**src/rtl/neopixel_frame_ctrl.sv**
```systemverilog
// neopixel_frame_ctrl
// Frame sequencer for a WS2812 one-wire LED chain. Holds a NUM_PIXELS x 24-bit
// GRB pixel store written from the bus side. On a start request it shifts every
// pixel out MSB-first with fixed bit timing, then holds the line low for the
// latch gap and pulses o_frame_done.
// Optional feature macro: NEOPIXEL_AUTO_REFRESH_EN adds the i_refresh_en port
// and a free-running refresh timer that issues start requests on its own.
module neopixel_frame_ctrl #(
   parameter int NUM_PIXELS     = 8,
   parameter int T0H_CYCLES     = 20,
   parameter int T1H_CYCLES     = 40,
   parameter int T_BIT_CYCLES   = 63,
   parameter int T_LATCH_CYCLES = 2500,
`ifdef NEOPIXEL_AUTO_REFRESH_EN
   parameter int REFRESH_CYCLES = 833333,
`endif
   localparam int AW = (NUM_PIXELS > 1) ? $clog2(NUM_PIXELS) : 1
) (
   input  logic          i_clock,
   input  logic          i_reset,
   input  logic          i_wr_en,
   input  logic [AW-1:0] i_wr_addr,
   input  logic [23:0]   i_wr_data,
   input  logic          i_start,
`ifdef NEOPIXEL_AUTO_REFRESH_EN
   input  logic          i_refresh_en,
`endif
   output logic          o_busy,
   output logic          o_frame_done,
   output logic          o_one_wire
);

   // One counter serves both the bit period and the latch gap.
   localparam int CNT_MAX = (T_BIT_CYCLES > T_LATCH_CYCLES) ? T_BIT_CYCLES : T_LATCH_CYCLES;
   localparam int CW      = $clog2(CNT_MAX + 1);

   localparam logic [CW-1:0] C_T0H_LAST   = CW'(T0H_CYCLES - 1);
   localparam logic [CW-1:0] C_T1H_LAST   = CW'(T1H_CYCLES - 1);
   localparam logic [CW-1:0] C_BIT_LAST   = CW'(T_BIT_CYCLES - 1);
   localparam logic [CW-1:0] C_LATCH_LAST = CW'(T_LATCH_CYCLES - 1);
   localparam logic [AW-1:0] C_PIX_LAST   = AW'(NUM_PIXELS - 1);
   localparam logic [AW:0]   C_NUM_PIX    = (AW + 1)'(NUM_PIXELS);
   localparam logic [4:0]    C_MSB_IDX    = 5'd23;

   typedef enum logic [2:0] {
      S_IDLE,
      S_LOAD,
      S_BIT_HI,
      S_BIT_LO,
      S_LATCH
   } state_t;

   state_t        r_state;
   state_t        w_state_next;

   logic [23:0]   r_pixel_mem [NUM_PIXELS];
   logic [23:0]   r_shift;
   logic [CW-1:0] r_cnt;
   logic [4:0]    r_bit_cnt;
   logic [AW-1:0] r_pix;
   logic          r_pending;
   logic          r_busy;
   logic          r_frame_done;
   logic          r_one_wire;

   logic          w_req;
   logic          w_refresh_tick;
   logic          w_hi_end;
   logic          w_bit_end;
   logic          w_latch_end;
   logic          w_last_bit;
   logic          w_last_pix;
   logic          w_frame_start;
   logic          w_fetch;
   logic [AW-1:0] w_fetch_addr;

   assign w_req       = i_start | w_refresh_tick;
   assign w_hi_end    = (r_cnt == (r_shift[23] ? C_T1H_LAST : C_T0H_LAST));
   assign w_bit_end   = (r_cnt == C_BIT_LAST);
   assign w_latch_end = (r_cnt == C_LATCH_LAST);
   assign w_last_bit  = (r_bit_cnt == 5'd0);
   assign w_last_pix  = (r_pix == C_PIX_LAST);

   // Pixel store write port; out-of-range addresses are dropped.
   always_ff @(posedge i_clock) begin
      if (i_wr_en && ({1'b0, i_wr_addr} < C_NUM_PIX)) begin
         r_pixel_mem[i_wr_addr] <= i_wr_data;
      end
   end

`ifdef NEOPIXEL_AUTO_REFRESH_EN
   localparam int RW = $clog2(REFRESH_CYCLES + 1);
   localparam logic [RW-1:0] C_REFRESH_LAST = RW'(REFRESH_CYCLES - 1);

   logic [RW-1:0] r_refresh_cnt;

   assign w_refresh_tick = i_refresh_en && (r_refresh_cnt == C_REFRESH_LAST);

   // Refresh timer: counts start-to-start, restarts whenever a frame begins.
   always_ff @(posedge i_clock) begin
      if (i_reset) begin
         r_refresh_cnt <= '0;
      end else if (!i_refresh_en) begin
         r_refresh_cnt <= '0;
      end else if (w_frame_start || w_refresh_tick) begin
         r_refresh_cnt <= '0;
      end else begin
         r_refresh_cnt <= r_refresh_cnt + RW'(1);
      end
   end
`else
   assign w_refresh_tick = 1'b0;
`endif

   // Next-state and fetch control for the frame sequencer.
   always_comb begin
      w_state_next  = r_state;
      w_frame_start = 1'b0;
      w_fetch       = 1'b0;
      w_fetch_addr  = r_pix + AW'(1);
      case (r_state)
         S_IDLE: begin
            if (w_req || r_pending) begin
               w_state_next  = S_LOAD;
               w_frame_start = 1'b1;
            end
         end
         S_LOAD: begin
            w_state_next = S_BIT_HI;
            w_fetch      = 1'b1;
            w_fetch_addr = '0;
         end
         S_BIT_HI: begin
            if (w_hi_end) begin
               w_state_next = S_BIT_LO;
            end
         end
         S_BIT_LO: begin
            if (w_bit_end) begin
               if (w_last_bit && w_last_pix) begin
                  w_state_next = S_LATCH;
               end else begin
                  w_state_next = S_BIT_HI;
                  // The next pixel is latched on the final cycle of bit 0.
                  w_fetch      = w_last_bit;
               end
            end
         end
         S_LATCH: begin
            if (w_latch_end) begin
               w_state_next = S_IDLE;
            end
         end
         default: begin
            w_state_next = S_IDLE;
         end
      endcase
   end

   // State register.
   always_ff @(posedge i_clock) begin
      if (i_reset) begin
         r_state <= S_IDLE;
      end else begin
         r_state <= w_state_next;
      end
   end

   // Timing counter, bit/pixel indices and the pixel shift register.
   always_ff @(posedge i_clock) begin
      if (i_reset) begin
         r_cnt     <= '0;
         r_bit_cnt <= '0;
         r_pix     <= '0;
         r_shift   <= '0;
      end else begin
         case (r_state)
            S_LOAD: begin
               r_cnt     <= '0;
               r_bit_cnt <= C_MSB_IDX;
               r_pix     <= '0;
            end
            S_BIT_HI: begin
               r_cnt <= r_cnt + CW'(1);
            end
            S_BIT_LO: begin
               if (w_bit_end) begin
                  r_cnt <= '0;
                  if (w_last_bit) begin
                     r_bit_cnt <= C_MSB_IDX;
                     if (!w_last_pix) begin
                        r_pix <= r_pix + AW'(1);
                     end
                  end else begin
                     r_bit_cnt <= r_bit_cnt - 5'd1;
                     r_shift   <= {r_shift[22:0], 1'b0};
                  end
               end else begin
                  r_cnt <= r_cnt + CW'(1);
               end
            end
            S_LATCH: begin
               if (w_latch_end) begin
                  r_cnt <= '0;
               end else begin
                  r_cnt <= r_cnt + CW'(1);
               end
            end
            default: begin
               r_cnt <= '0;
            end
         endcase
         // Registered read of the store; a same-cycle write is not seen here.
         if (w_fetch) begin
            r_shift <= r_pixel_mem[w_fetch_addr];
         end
      end
   end

   // Requests arriving mid-frame collapse into a single pending frame.
   always_ff @(posedge i_clock) begin
      if (i_reset) begin
         r_pending <= 1'b0;
      end else if (w_frame_start) begin
         r_pending <= 1'b0;
      end else if (w_req && (r_state != S_IDLE)) begin
         r_pending <= 1'b1;
      end
   end

   // Outputs are registered from the next state so the line never glitches.
   always_ff @(posedge i_clock) begin
      if (i_reset) begin
         r_busy       <= 1'b0;
         r_frame_done <= 1'b0;
         r_one_wire   <= 1'b0;
      end else begin
         r_busy       <= (w_state_next != S_IDLE);
         r_frame_done <= (r_state == S_LATCH) && w_latch_end;
         r_one_wire   <= (w_state_next == S_BIT_HI);
      end
   end

   assign o_busy       = r_busy;
   assign o_frame_done = r_frame_done;
   assign o_one_wire   = r_one_wire;

endmodule
```
**config.mk**
```make
export PLATFORM = sky130hd
export DESIGN_NAME = neopixel_frame_ctrl
export DESIGN_NICKNAME = d
export VERILOG_FILES = /design/src/rtl/neopixel_frame_ctrl.sv
export SDC_FILE = /design/constraint.sdc
export NUM_CORES = 1
export LEC_CHECK = 0
export ABC_AREA = 0
export ABC_CLOCK_PERIOD_IN_PS = 3100
export BUFFER_PORTS_ARGS = -buffer_cell sky130_fd_sc_hd__buf_2
export CORE_AREA = 2 2 137 139
export DETAILED_ROUTE_END_ITERATION = 6
export DIE_AREA = 0 0 139 141
export PLACE_DENSITY = 0.72
export SLEW_MARGIN = 20
export SYNTH_ARGS = -nofsm -noshare
export SYNTH_HDL_FRONTEND = slang
export SYNTH_SLANG_ARGS = --single-unit
```
**constraint.sdc**
```tcl
create_clock -name i_clock -period 3.1 [get_ports i_clock]
set_clock_uncertainty 0.2 [all_clocks]
set_input_delay 0.31 -clock i_clock [delete_from_list [all_inputs] [get_ports i_clock]]
set_output_delay 0.31 -clock i_clock [all_outputs]
set_load 0.02 [all_outputs]
```
# ---- Word-level counts from Yosys, hierarchy flattened
# Memory sizes are Yosys's and may differ from the RTL's.
# Cells that the tools add are included.
dict set report word_totals {
  ramBits 192
  ff_bits 51
  wordCells 70
  n_memories 1
}
dict set report op_classes {
  addsub 3
  mux 29
  n_reduce_logical 15
  n_eq_ne 13
}
# name depth width read_ports rd_ports_with_merged_regs write_ports line
set mem_list {}
lappend mem_list {r_pixel_mem 8 24 1 0 1 56} ;# logic [23:0] r_pixel_mem [NUM_PIXELS];
# cell count
set ops {}
lappend ops {{$mux W24} 4}
lappend ops {{$pmux W12 S3} 1}
lappend ops {{$mux W3} 9}
lappend ops {{$mux W12} 2}
lappend ops {{$pmux W3 S5} 1}
lappend ops {{$add A12 B1 Y12 const B} 1}
lappend ops {{$eq A12 B12 Y1 const B} 1}
lappend ops {{$eq A12 B6 Y1} 1}
lappend ops {{$eq A12 B6 Y1 const B} 1}
lappend ops {{$mux W5} 2}
lappend ops {{$pmux W5 S2} 1}
lappend ops {{$eq A3 B2 Y1 const B} 3}
lappend ops {{$eq A3 B3 Y1 const B} 2}
lappend ops {{$mux W1} 6}
lappend ops {{$mux W6} 1}
lappend ops {{$ne A2 B2 Y1 const B} 3}
lappend ops {{$pmux W3 S2} 1}
lappend ops {{$reduce_bool A2 Y1} 3}
lappend ops {{$reduce_bool A3 Y1} 2}
lappend ops {{$logic_not A5 Y1} 1}
lappend ops {{$sub A5 B1 Y5 const B} 1}
lappend ops {{$reduce_and A4 Y1} 1}
lappend ops {{$add A3 B1 Y3 const B} 1}
lappend ops {{$eq A3 B1 Y1 const B} 1}
lappend ops {{8 further kinds} 10}

# ---- Longest topological paths before layout
# Gate-level depths: netlist (run 1).
dict set report logic_depth {
  depth_word 7
  ltp_mapped 9
  mapped_depth_nobuf 8
}

# ---- Least setup slack after synthesis (run 1)
# OpenSTA, ideal clock, no wires.
dict set report synth_timing {
  path_kind {input-to-reg}
  from {in i_wr_addr[2]}
  to {mem r_pixel_mem[0][0] (enable)}
  n_path_buf 0
  t_required_ps 2465
  stages 2
  t_arrival_ps 2159
  slack_ps 305
  path_cell_list {nand2b_1 > nor3_1}
}
# item line
set synth_rtl {}
lappend synth_rtl {{from (decl)} 22} ;# input logic [AW-1:0] i_wr_addr,
lappend synth_rtl {{to (decl)} 56}
# No word-level cell before the write port.

# ---- Worst setup path in the final report (run 1)
dict set report layout_timing {
  from {reg r_pix[1]}
  to {reg r_shift[20]}
}
dict set report layout_between {
  elab_chain_cells 7
  elab_cells_between_ends 13
  classes_between {add/sub: 1; eq/ne: 2; mux: 5; reduce/logical: 4; memory: 1}
}
# item line
set layout_rtl {}
lappend layout_rtl {{from (decl)} 60} ;# logic [AW-1:0] r_pix;
lappend layout_rtl {{from (signal assigned)} 192} ;# r_pix <= r_pix + AW'(1);
lappend layout_rtl {{branches (longest 7 deep; another with $mem_v2 Z8 W24)} --}
lappend layout_rtl {{to (signal assigned)} 196} ;# r_shift <= {r_shift[22:0], 1'b0};
lappend layout_rtl {{to (signal assigned)} 215} ;# r_shift <= r_pixel_mem[w_fetch_addr];
lappend layout_rtl {{to (decl)} 57} ;# logic [23:0] r_shift;
# Several ways; the timed one is not identified.
# A chain may end at the register's enable or synchronous reset.

==> results.py, run 1 <==
metrics = {
    "setup_path": {
        "cp.required_ps": 3270,
        "crit_type": "reg2reg",
        "r2r_cells": 8,
        "r2r_slack_ps": 460,
        "timing.rr.end": "r_shift[20]",
        "arrival_ps": 2810,
        "end_kind": "flip-flop",
        "cp_max_fo": 15,
        "reg2reg_from": "r_pix[1]",
        "cp-start-kind": "flip-flop",
    },
    "logic_synthesis": {
        "yosys_warnings": 0,
        "synth_ff_type": "edfxtp_1",
        "netlist_area_mm2": 0.009814,
        "synth_cells": 593,
        "synth-seq-cells": 243,
        "seq_area_frac_synth_pct": 69.15,
        "async_flop_share_pct": 0,
        "synth.avg_cell_area_um2": 16.55,
        "synth_edf_count": 192,
        "synth_fp_nets": 630,
        "synth_cell_types": 56,
    },
    "route": {
        "postRouteWirelength_um": 19120,
        "ant_nets": 0,
        "drt-pass1-iter-count": 5,
        "vias_per_cell": 6.068,
        "via_count": 5540,
        "drc": 0,
        "wl_per_cell_um": 20.94,
        "drt_iter0_markers": 430,
    },
    "sta": {
        "slew-limit-headroom_pct": 46.76,
        "slew_violations": 0,
        "fin_setup_tns_ps": 0,
        "period_share_pct": 85.30,
        "rsz0062_at_grt": "false",
        "fin_crit_ps": 2644,
        "finalHoldViolCount": 0,
        "setup_viol": 0,
        "tightest_slew_ps": 798.6,
        "clock.fmax_ghz": 0.3782,
    },
    "cells_and_area": {
        "area_growth_pct": 16.23,
        "final_common_cell": "edfxtp_1",
        "final_area_mm2": 0.01141,
        "nNetsFinal": 697,
        "stdcell_count": 913,
        "nFillCells": 1292,
        "diodes": 0,
        "drive_gt1_share_pct": 24.45,
        "most-common-layout-cells": "edfxtp_1, dfxtp_1, nor2_1, mux4_2, buf_2",
    },
    "power_and_ir_drop": {
        "combPwrFrac_pct": 5.6,
        "power.density_mw_per_mm2": 623.7,
        "p_leak_uw": 0.003586,
        "peakVddDrop_mv": 0.6693,
        "seq_power_share_pct": 52.1,
        "switchingPower_uw": 1500,
        "p_clk_share_pct": 42.4,
        "p_sw_share_pct": 21.08,
        "intPower_uw": 5615,
    },
    "grt": {
        "grt_use_total_pct": 20.10,
        "grt_pass1_vias": 5927,
        "grt_overflow": 0,
        "grt_max_degree": 46,
        "antenna_found_initial": 0,
        "grt_pass1_wl_um": 31020,
    },
    "cts": {
        "cts-htree-levels": 1,
        "ctsResizeCount": 0,
        "clock_latency_ps": 520,
        "clkSinkCount": 243,
        "cts_tree": "built",
        "path_clk_slew_ps": 60,
        "postCtsSetupRepairBufs": 0,
        "cts-root-buf": "clkbuf_16",
        "cts_buffers": 25,
        "cts_buffer_depth": 3,
    },
    "floorplanning": {
        "start_util_pct": 53.73,
        "rows": 50,
        "die_y_um": 141,
        "io_pins": 34,
        "die_w_um": 139,
        "die_area_mm2": 0.01960,
        "core_mm2": 0.01827,
    },
    "placed_design": {
        "place_hpwl_um": 11030,
        "gp_congestion": 0.7438,
        "placed_cells": 842,
        "dpl_cell_area_mm2": 0.01032,
        "io_buffers": 33,
    },
    "flow_run": {
        "maxCapViolations": 0,
    },
    "outcome": {
        "outcome": "finished clean",
    },
    "worst_hold_path": {
        "hold_path_end": "r_bit_cnt[3]",
        "hold_path_class": "in2reg",
        "holdCritStartpoint": "i_reset",
        "hold-path-cell-count": 2,
    },
}
[power by group through the flow]
stage / combinational (uW) / sequential (uW) / clock (uW)
global placement: 347 / 3760 / 0
CTS: 397 / 3700 / 3070
floorplan: 255 / 3750 / 0
global route: 433 / 3710 / 3200
detailed placement: 370 / 3770 / 0
finish: 396 / 3700 / 3020
[state kept, by name, summed over array words and instances (netlist names), 3 cells and up]
name         count
r_pixel_mem    192
r_shift         24
r_cnt           12
r_bit_cnt        5
r_pix            3
r_state          3
[metal layers]
| layer | up-vias | routed length, um | GRT usage [%] |
|---|---|---|---|
| met2 | 157 | 9810 | 36.09 |
| met4 | 0 | 363 | 5.316 |
| li1 | 2515 | - | - |
| met5 | - | 0 | 0 |
| met1 | 2833 | 7929 | 25.68 |
| met3 | 35 | 1012 | 3.295 |
[per-stage QoR]
stage	hold WS, ps	util [%]	power, uW	setup slack, ps
4_1_cts	162.0	62.44	7174	425.8
6_report	187.7	62.45	7114	455.6
3_3_place_gp	245.7	56.49	4107	530.5
2_1_floorplan	208.9	-	4008	305.3
5_1_grt	189.3	62.45	7344	351.1
3_5_place_dp	272.5	56.49	4140	454.5
[critical path, stage by stage, from the launching register on]
cell,delay [ps]
dfxtp_1,330
ha_4,160
ha_2,630
buf_12,220
mux4_2,330
mux2i_1,160
nor3_1,60
a221oi_1,270
a211oi_1,130
[area by class of cell]
| type | instances | area (um2) | share of cell area (%) |
|---|---|---|---|
| clock buffers | 25 | 625.6 | 5.484 |
| clock inverters | 21 | 210.2 | 1.843 |
| inverters | 6 | 22.52 | 0.1974 |
| multi-input cells | 305 | 2833 | 24.83 |
| flip-flops and latches | 243 | 6788 | 59.50 |
| well taps | 234 | 292.8 | 2.567 |
| repair buffers | 79 | 635.6 | 5.572 |
[logic make-up after synthesis]
group | Yosys count | share of synthesized area (%)
DFF | 243 | 69.15
and+or+nand+nor | 136 | 7.279
AOI/OAI and AO/OA | 83 | 6.362
muxes | 70 | 13.14
buffers and inverters | 45 | 2.409
xor gates and xnor gates | 10 | 0.8925
adders and majority gates | 6 | 0.7649
[cells in the mapped netlist, types with 2 or more instances]
library cell,number,share of area (%)
nand3_1,6,0.31
a21oi_1,15,0.76
nand2b_1,4,0.25
nor4b_1,2,0.18
xor2_1,9,0.80
a211oi_2,2,0.25
or3_1,4,0.25
a221oi_1,22,2.0
nor2_1,53,2.0
a311oi_1,3,0.27
buf_4,5,0.38
buf_6,5,0.57
buf_2,9,0.46
nand4_1,4,0.25
buf_1,2,0.077
o21ai_0,3,0.15
edfxtp_1,192,59
clkbuf_1,18,0.69
inv_1,6,0.23
nand2_1,14,0.54
o21ai_1,3,0.15
o211ai_1,2,0.15
a211oi_1,23,1.8
ha_1,6,0.76
mux2i_1,22,2.2
mux4_2,47,11
dfxtp_1,51,10
nor3_1,28,1.4
a31oi_1,2,0.13
and3_1,5,0.32
[worst max-delay path by stage]
stage | from | to | slack, ps | cells after the start
finish | r_pix[1] | r_shift[20] | 460 | 8
global route | r_pix[1] | r_shift[20] | 350 | 8
CTS | r_bit_cnt[0] | r_shift[20] | 430 | 7
detailed placement | r_state[2] | r_shift[20] | 450 | 5
global placement | r_pix[1] | r_shift[15] | 530 | 8
floorplan | i_wr_addr[2] | r_pixel_mem[0][0] | 310 | 2
[repair_timing]
action | 4_1_cts | 5_1_grt
hold buffers | 25 | 0
endpoints found under the hold margin | 193 | 0
endpoints found under the setup margin | 0 | 0
Power figures use the tool's default switching activity.
==> run 2, diff against run 1 <==
--- a/config.mk
+++ b/config.mk
@@ -8,10 +8,10 @@
 export ABC_AREA = 0
 export ABC_CLOCK_PERIOD_IN_PS = 3100
 export BUFFER_PORTS_ARGS = -buffer_cell sky130_fd_sc_hd__buf_2
-export CORE_AREA = 2 2 137 139
+export CORE_AREA = 2 2 160 162
 export DETAILED_ROUTE_END_ITERATION = 6
-export DIE_AREA = 0 0 139 141
-export PLACE_DENSITY = 0.72
+export DIE_AREA = 0 0 162 164
+export PLACE_DENSITY = 0.56
 export SLEW_MARGIN = 20
 export SYNTH_ARGS = -nofsm -noshare
 export SYNTH_HDL_FRONTEND = slang
==> results.py, run 2 (synthesis results as in run 1) <==
metrics = {
    "power_and_ir_drop": {
        "power.density_mw_per_mm2": 613.0,
        "combPwrFrac_pct": 5.7,
        "p_leak_uw": 0.003595,
        "p_clk_share_pct": 42.0,
        "power_uw": 7077,
        "seq_power_share_pct": 52.3,
        "intPower_uw": 5570,
        "switchingPower_uw": 1506,
        "p_sw_share_pct": 21.29,
        "peakVddDrop_mv": 0.5009,
    },
    "setup_path": {
        "arrival_ps": 2770,
        "critical-path-max-stage-delay_ps": 520,
        "cp_max_fo": 17,
        "cp_cell_sequence": "and3b_1, nand3b_2, o21a_1, buf_4, a221oi_1, a211oi_1",
        "end_kind": "flip-flop",
        "timing.rr.end": "r_shift[20]",
        "cp.required_ps": 3260,
        "cp-start-kind": "flip-flop",
        "reg2reg_from": "r_state[1]",
        "crit_type": "reg2reg",
        "cp_slowest_cell": "dfxtp_1",
        "r2r_slack_ps": 490,
        "r2r_cells": 6,
    },
    "cells_and_area": {
        "diodes": 0,
        "regMostFlops": "r_pixel_mem",
        "largest_reg_flops": 192,
        "nNetsFinal": 699,
        "regArea_mm2": 0.006788,
        "multi_input_area_mm2": 0.002838,
        "most-common-layout-cells": "edfxtp_1, dfxtp_1, nor2_1, mux4_2, buf_2",
        "top_regs": "r_pixel_mem (192), r_shift (24), r_cnt (12)",
        "final_area_mm2": 0.01154,
        "area_growth_pct": 17.63,
        "nFillCells": 2159,
        "drive_gt1_share_pct": 24.05,
        "final_common_cell": "edfxtp_1",
    },
    "worst_hold_path": {
        "hold_path_end": "r_pixel_mem[3][4]",
        "holdCritStartpoint": "i_wr_addr[0]",
        "hold_path_class": "in2reg",
        "hold-path-cell-count": 3,
    },
    "floorplanning": {
        "rows": 58,
        "io_pins": 34,
        "die_area_mm2": 0.02657,
        "start_util_pct": 39.54,
        "die_y_um": 164,
        "core_mm2": 0.02482,
        "die_w_um": 162,
    },
    "route": {
        "drc": 0,
        "drt-pass1-iter-count": 5,
        "vias_per_cell": 5.476,
        "ant_nets": 0,
        "via_count": 5542,
        "drt_iter0_markers": 384,
        "postRouteWirelength_um": 20350,
        "wl_per_cell_um": 20.10,
    },
    "grt": {
        "grt_pass1_wl_um": 32860,
        "grt_overflow": 0,
        "grt_max_degree": 52,
        "grt_pass1_vias": 5866,
        "antenna_found_initial": 0,
        "grt_use_total_pct": 15.98,
    },
    "sta": {
        "slew-limit-headroom_pct": 45.22,
        "clock.fmax_ghz": 0.3830,
        "rsz0062_at_grt": "false",
        "finalHoldViolCount": 0,
        "period_share_pct": 84.22,
        "tightest_slew_ps": 821.7,
        "fin_crit_ps": 2611,
        "fin_setup_tns_ps": 0,
        "setup_viol": 0,
        "slew_violations": 0,
    },
    "placed_design": {
        "place_hpwl_um": 11620,
        "dpl_cell_area_mm2": 0.01047,
        "gp_congestion": 0.7168,
        "io_buffers": 33,
    },
    "outcome": {
        "outcome": "finished clean",
    },
    "cts": {
        "cts-htree-levels": 1,
        "path_clk_slew_ps": 60,
        "clock_latency_ps": 530,
        "cts_buffers": 26,
        "ctsResizeCount": 0,
        "cts-root-buf": "clkbuf_16",
        "clkSinkCount": 243,
        "cts_buffer_depth": 3,
        "cts_tree": "built",
    },
    "flow_run": {
        "maxCapViolations": 0,
    },
}
-- run 2: cell count changes in the layout (fill, tap and decap cells not counted), moves of 2 or more --
cell        previous run  this run
bufinv_16              4         2
clkbuf_1               0         6
clkbuf_8               0         2
clkinv_1               7         5
clkinvlp_4             4         1
-- run 2: metrics by stage --
step / utilization [%] / cells / hold slack [ps] / worst slack [ps]
2_1_floorplan: - / 593 / 208.9 / 305.3
3_3_place_gp: 42.17 / 939 / 248.9 / 534.8
3_5_place_dp: 42.17 / 939 / 258.9 / 500.9
4_1_cts: 46.52 / 1012 / 132.6 / 483.6
5_1_grt: 46.52 / 1012 / 152.4 / 284.4
6_report: 46.52 / 1012 / 142.1 / 489.2
-- run 2: final cells by class --
cell class | count | share of cell area (%)
clock inverter | 14 | 1.105
multi-input combinational | 305 | 24.58
tap | 330 | 3.576
sequential | 243 | 58.79
clock buffer | 34 | 6.069
inverter | 6 | 0.1951
timing repair buffer | 80 | 5.679
-- run 2: power groups by stage --
stage | Combinational (uW) | Clock (uW) | Sequential (uW)
floorplan | 255 | 0 | 3750
global placement | 368 | 0 | 3760
detailed placement | 381 | 0 | 3770
CTS | 408 | 3050 | 3700
global route | 449 | 3180 | 3710
finish | 404 | 2970 | 3700
-- run 2: what timing repair did --
item	in CTS	in global routing
buffers inserted	0	0
endpoints found under the setup margin	0	0
endpoints found under the hold margin	193	0
hold buffers	25	0
-- run 2: metal layers --
metal	routed length [um]	share of wire (%)	GRT usage (%)	vias to the layer above
met5	0	0	0	-
met4	401	2.0	4.023	0
met3	727	3.6	2.348	29
met2	9960	49	26.69	111
met1	9256	45	22.19	2878
li1	-	-	-	2524
-- run 2: worst max-delay path by stage --
stage | start | end | slack [ps] | depth (start not counted)
final | r_state[1] | r_shift[20] | 490 | 6
after floorplan | i_wr_addr[2] | r_pixel_mem[0][0] | 310 | 2
after global placement | r_state[1] | r_shift[20] | 530 | 6
after global routing | r_bit_cnt[1] | r_shift[20] | 280 | 8
after CTS | r_bit_cnt[0] | r_shift[20] | 480 | 8
after detailed placement | r_bit_cnt[0] | r_shift[20] | 500 | 8
-- run 2: worst max-delay path, delay by kind of cell (launching register included) --
kind	cells	cell delay (ps)
compound gates	3	860
simple gates	2	560
buf+inv	1	330
flops	1	520
==> run 3, diff against run 2 <==
--- a/config.mk
+++ b/config.mk
@@ -5,12 +5,12 @@
 export SDC_FILE = /design/constraint.sdc
 export NUM_CORES = 1
 export LEC_CHECK = 0
-export ABC_AREA = 0
-export ABC_CLOCK_PERIOD_IN_PS = 3100
+export ABC_AREA = 1
+export ABC_CLOCK_PERIOD_IN_PS = 2430
 export BUFFER_PORTS_ARGS = -buffer_cell sky130_fd_sc_hd__buf_2
-export CORE_AREA = 2 2 160 162
+export CORE_AREA = 2 2 168 170
 export DETAILED_ROUTE_END_ITERATION = 6
-export DIE_AREA = 0 0 162 164
+export DIE_AREA = 0 0 170 172
 export PLACE_DENSITY = 0.56
 export SLEW_MARGIN = 20
 export SYNTH_ARGS = -nofsm -noshare
==> constraint.sdc (replaced) <==
create_clock -name i_clock -period 2.43 [get_ports i_clock]
set_clock_uncertainty 0.2 [all_clocks]
set_input_delay 0.243 -clock i_clock [delete_from_list [all_inputs] [get_ports i_clock]]
set_output_delay 0.243 -clock i_clock [all_outputs]
set_load 0.02 [all_outputs]
==> results.py, run 3 <==
metrics = {
    "sta": {
        "fin_crit_ps": 2200,
        "slew_violations": 0,
        "finalHoldViolCount": 0,
        "fin_setup_tns_ps": 0,
        "whs_ps": 78.54,
        "slew-limit-headroom_pct": 66.22,
        "setup_viol": 0,
        "clock.fmax_ghz": 0.4546,
        "tightest_slew_ps": 506.8,
        "period_share_pct": 90.52,
        "rsz0062_at_grt": "false",
    },
    "cells_and_area": {
        "drive_gt1_share_pct": 10.58,
        "most-common-layout-cells": "nor2_1, nand2_1, edfxtp_1",
        "largest_reg_flops": 192,
        "area_growth_pct": 15.61,
        "top_regs": "r_pixel_mem (192), r_shift (24), r_cnt (12)",
        "regMostFlops": "r_pixel_mem",
        "stdcell_count": 1565,
        "final_area_mm2": 0.01253,
        "diodes": 0,
        "nNetsFinal": 1234,
        "final_util_pct": 45.60,
        "final_common_cell": "nor2_1",
    },
    "logic_synthesis": {
        "synth_cell_types": 35,
        "yosys_warnings": 0,
        "synth_ff_type": "edfxtp_1",
        "async_flop_share_pct": 0,
        "seq_area_frac_synth_pct": 62.62,
        "netlist_area_mm2": 0.01084,
        "synthMostInstantiatedCell": "nor2_1",
        "synth_cells": 1135,
        "synth_fp_nets": 1172,
        "synth.avg_cell_area_um2": 9.549,
        "synth_top_area_share_pct": 53.20,
        "netlist_top_cells_count": "nor2_1, nand2_1, edfxtp_1, nand3_1, inv_1",
        "synthTopCellsByArea": "edfxtp_1, dfxtp_1, nor2_1",
        "synth_edf_count": 192,
        "synth.largest_area_cell": "edfxtp_1",
        "synth-seq-cells": 243,
    },
    "setup_path": {
        "setup.worst_path.end": "r_shift[11]",
        "cp_slowest_cell": "dfxtp_1",
        "cp_cell_sequence": "nor2_1, nand2_4, buf_12, nand3_4, nand2_4, nand2_1, nand2_1, nor2_1",
        "timing.rr.end": "r_shift[11]",
        "cp.required_ps": 2650,
        "end_kind": "flip-flop",
        "r2r_cells": 8,
        "cp-start-kind": "flip-flop",
        "crit_type": "reg2reg",
        "arrival_ps": 2420,
        "critical-path-max-stage-delay_ps": 480,
        "reg2reg_from": "r_state[2]",
        "startpoint": "r_state[2]",
        "cp_max_fo": 70,
        "r2r_slack_ps": 230,
    },
    "grt": {
        "grt_overflow": 0,
        "antenna_found_initial": 0,
        "grt_pass1_vias": 7149,
        "grt_max_degree": 77,
        "grt_use_total_pct": 17.26,
        "grt_pass1_wl_um": 39360,
    },
    "cts": {
        "clkSinkCount": 243,
        "cts-htree-levels": 1,
        "path_clk_slew_ps": 60,
        "postCtsSetupRepairBufs": 0,
        "cts_tree": "built",
        "ctsResizeCount": 0,
        "cts_buffers": 28,
        "postCtsHoldBufs": 26,
        "cts-root-buf": "clkbuf_16",
        "clock_latency_ps": 570,
        "cts_buffer_depth": 3,
    },
    "flow_run": {
        "maxCapViolations": 0,
    },
    "floorplanning": {
        "die_y_um": 172,
        "die_area_mm2": 0.02924,
        "io_pins": 34,
        "core_mm2": 0.02748,
        "start_util_pct": 39.44,
        "die_w_um": 170,
        "rows": 61,
    },
    "placed_design": {
        "place_hpwl_um": 13850,
        "placed_cells": 1487,
        "dpl_cell_area_mm2": 0.01143,
        "gp_congestion": 0.8071,
        "io_buffers": 33,
    },
    "route": {
        "postRouteWirelength_um": 24770,
        "wl_per_cell_um": 15.83,
        "drt-pass1-iter-count": 5,
        "vias_per_cell": 4.932,
        "via_count": 7718,
        "ant_nets": 0,
        "drc": 0,
        "drt_iter0_markers": 517,
    },
    "power_and_ir_drop": {
        "switchingPower_uw": 2421,
        "p_clk_share_pct": 39.7,
        "intPower_uw": 7151,
        "power.density_mw_per_mm2": 764.0,
        "p_sw_share_pct": 25.30,
        "p_leak_uw": 0.005041,
        "peakVddDrop_mv": 0.4783,
        "seq_power_share_pct": 48.9,
        "combPwrFrac_pct": 11.4,
    },
    "worst_hold_path": {
        "hold_path_class": "in2reg",
    },
    "outcome": {
        "outcome": "finished clean",
    },
}
run 3: cell types whose count changed after synthesis, sizes merged, moves of 23 or more:
| cell | before | now |
|---|---|---|
| a211oi | 25 | 0 |
| mux4 | 47 | 0 |
| nor2 | 53 | 225 |
| o21ai | 7 | 34 |
| nand3 | 6 | 167 |
| nand3b | 2 | 25 |
| nand2 | 14 | 214 |
| inv | 6 | 104 |
run 3: worst min-delay path by stage:
stage                  from                 end  slack, ps  depth (start not counted)
2_1_floorplan  i_wr_data[0]   r_pixel_mem[0][0]        140                          0
3_3_place_gp       r_cnt[0]            r_cnt[0]        240                          1
3_5_place_dp       r_cnt[0]            r_cnt[0]        260                          1
4_1_cts        i_wr_addr[1]  r_pixel_mem[2][20]         60                          4
5_1_grt        i_wr_addr[1]  r_pixel_mem[2][20]         90                          4
6_report       i_wr_addr[1]  r_pixel_mem[2][20]         80                          4
run 3: layout make-up:
| class | instances | area (um2) |
|---|---|---|
| fillers | 2618 | 14950 |
| flip-flops and latches | 243 | 6787 |
| multi-input cells | 728 | 3344 |
| clock buffers | 37 | 744.5 |
| repair buffers | 91 | 728.2 |
| well taps | 346 | 432.9 |
| inverters | 105 | 396.6 |
| clock inverters | 15 | 96.34 |
run 3: critical path: cells and delay by family, from the launching register on:
family	cells	cell delay, ps
DFF	1	480
buffers and inverters	1	300
and+or+nand+nor	7	1060
run 3: layer usage:
metal,vias to the layer above,share of wire [%],GRT usage [%]
met5,-,0,0
met4,0,1.5,3.382
met2,161,47,28.62
li1,3883,-,-
met3,29,4.4,2.312
met1,3645,47,24.49
run 3: cells by family after synthesis:
group / after synthesis / synth area share [%]
AND/OR/NAND/NOR: 646 / 26.13
adder cells (fa/ha/maj): 6 / 0.6927
flip-flops: 243 / 62.62
AO/OA/AOI/OAI: 69 / 3.244
XOR/XNOR: 7 / 0.5657
buffers and inverters: 164 / 6.754
run 3: per-stage QoR:
stage | total power, uW | setup WS, ps
after detailed placement | 5840 | 239.7
after floorplan | 5515 | 416.6
final | 9572 | 230.3
after CTS | 9670 | 238.9
after global routing | 9975 | 67.05
after global placement | 5830 | 283.0
run 3: power by group through the flow:
stage,registers [uW],clock network (uW),logic (uW)
floorplan,4760,0,750
global placement,4760,0,1070
detailed placement,4770,0,1070
CTS,4680,3880,1110
global route,4690,4040,1240
finish,4680,3800,1090
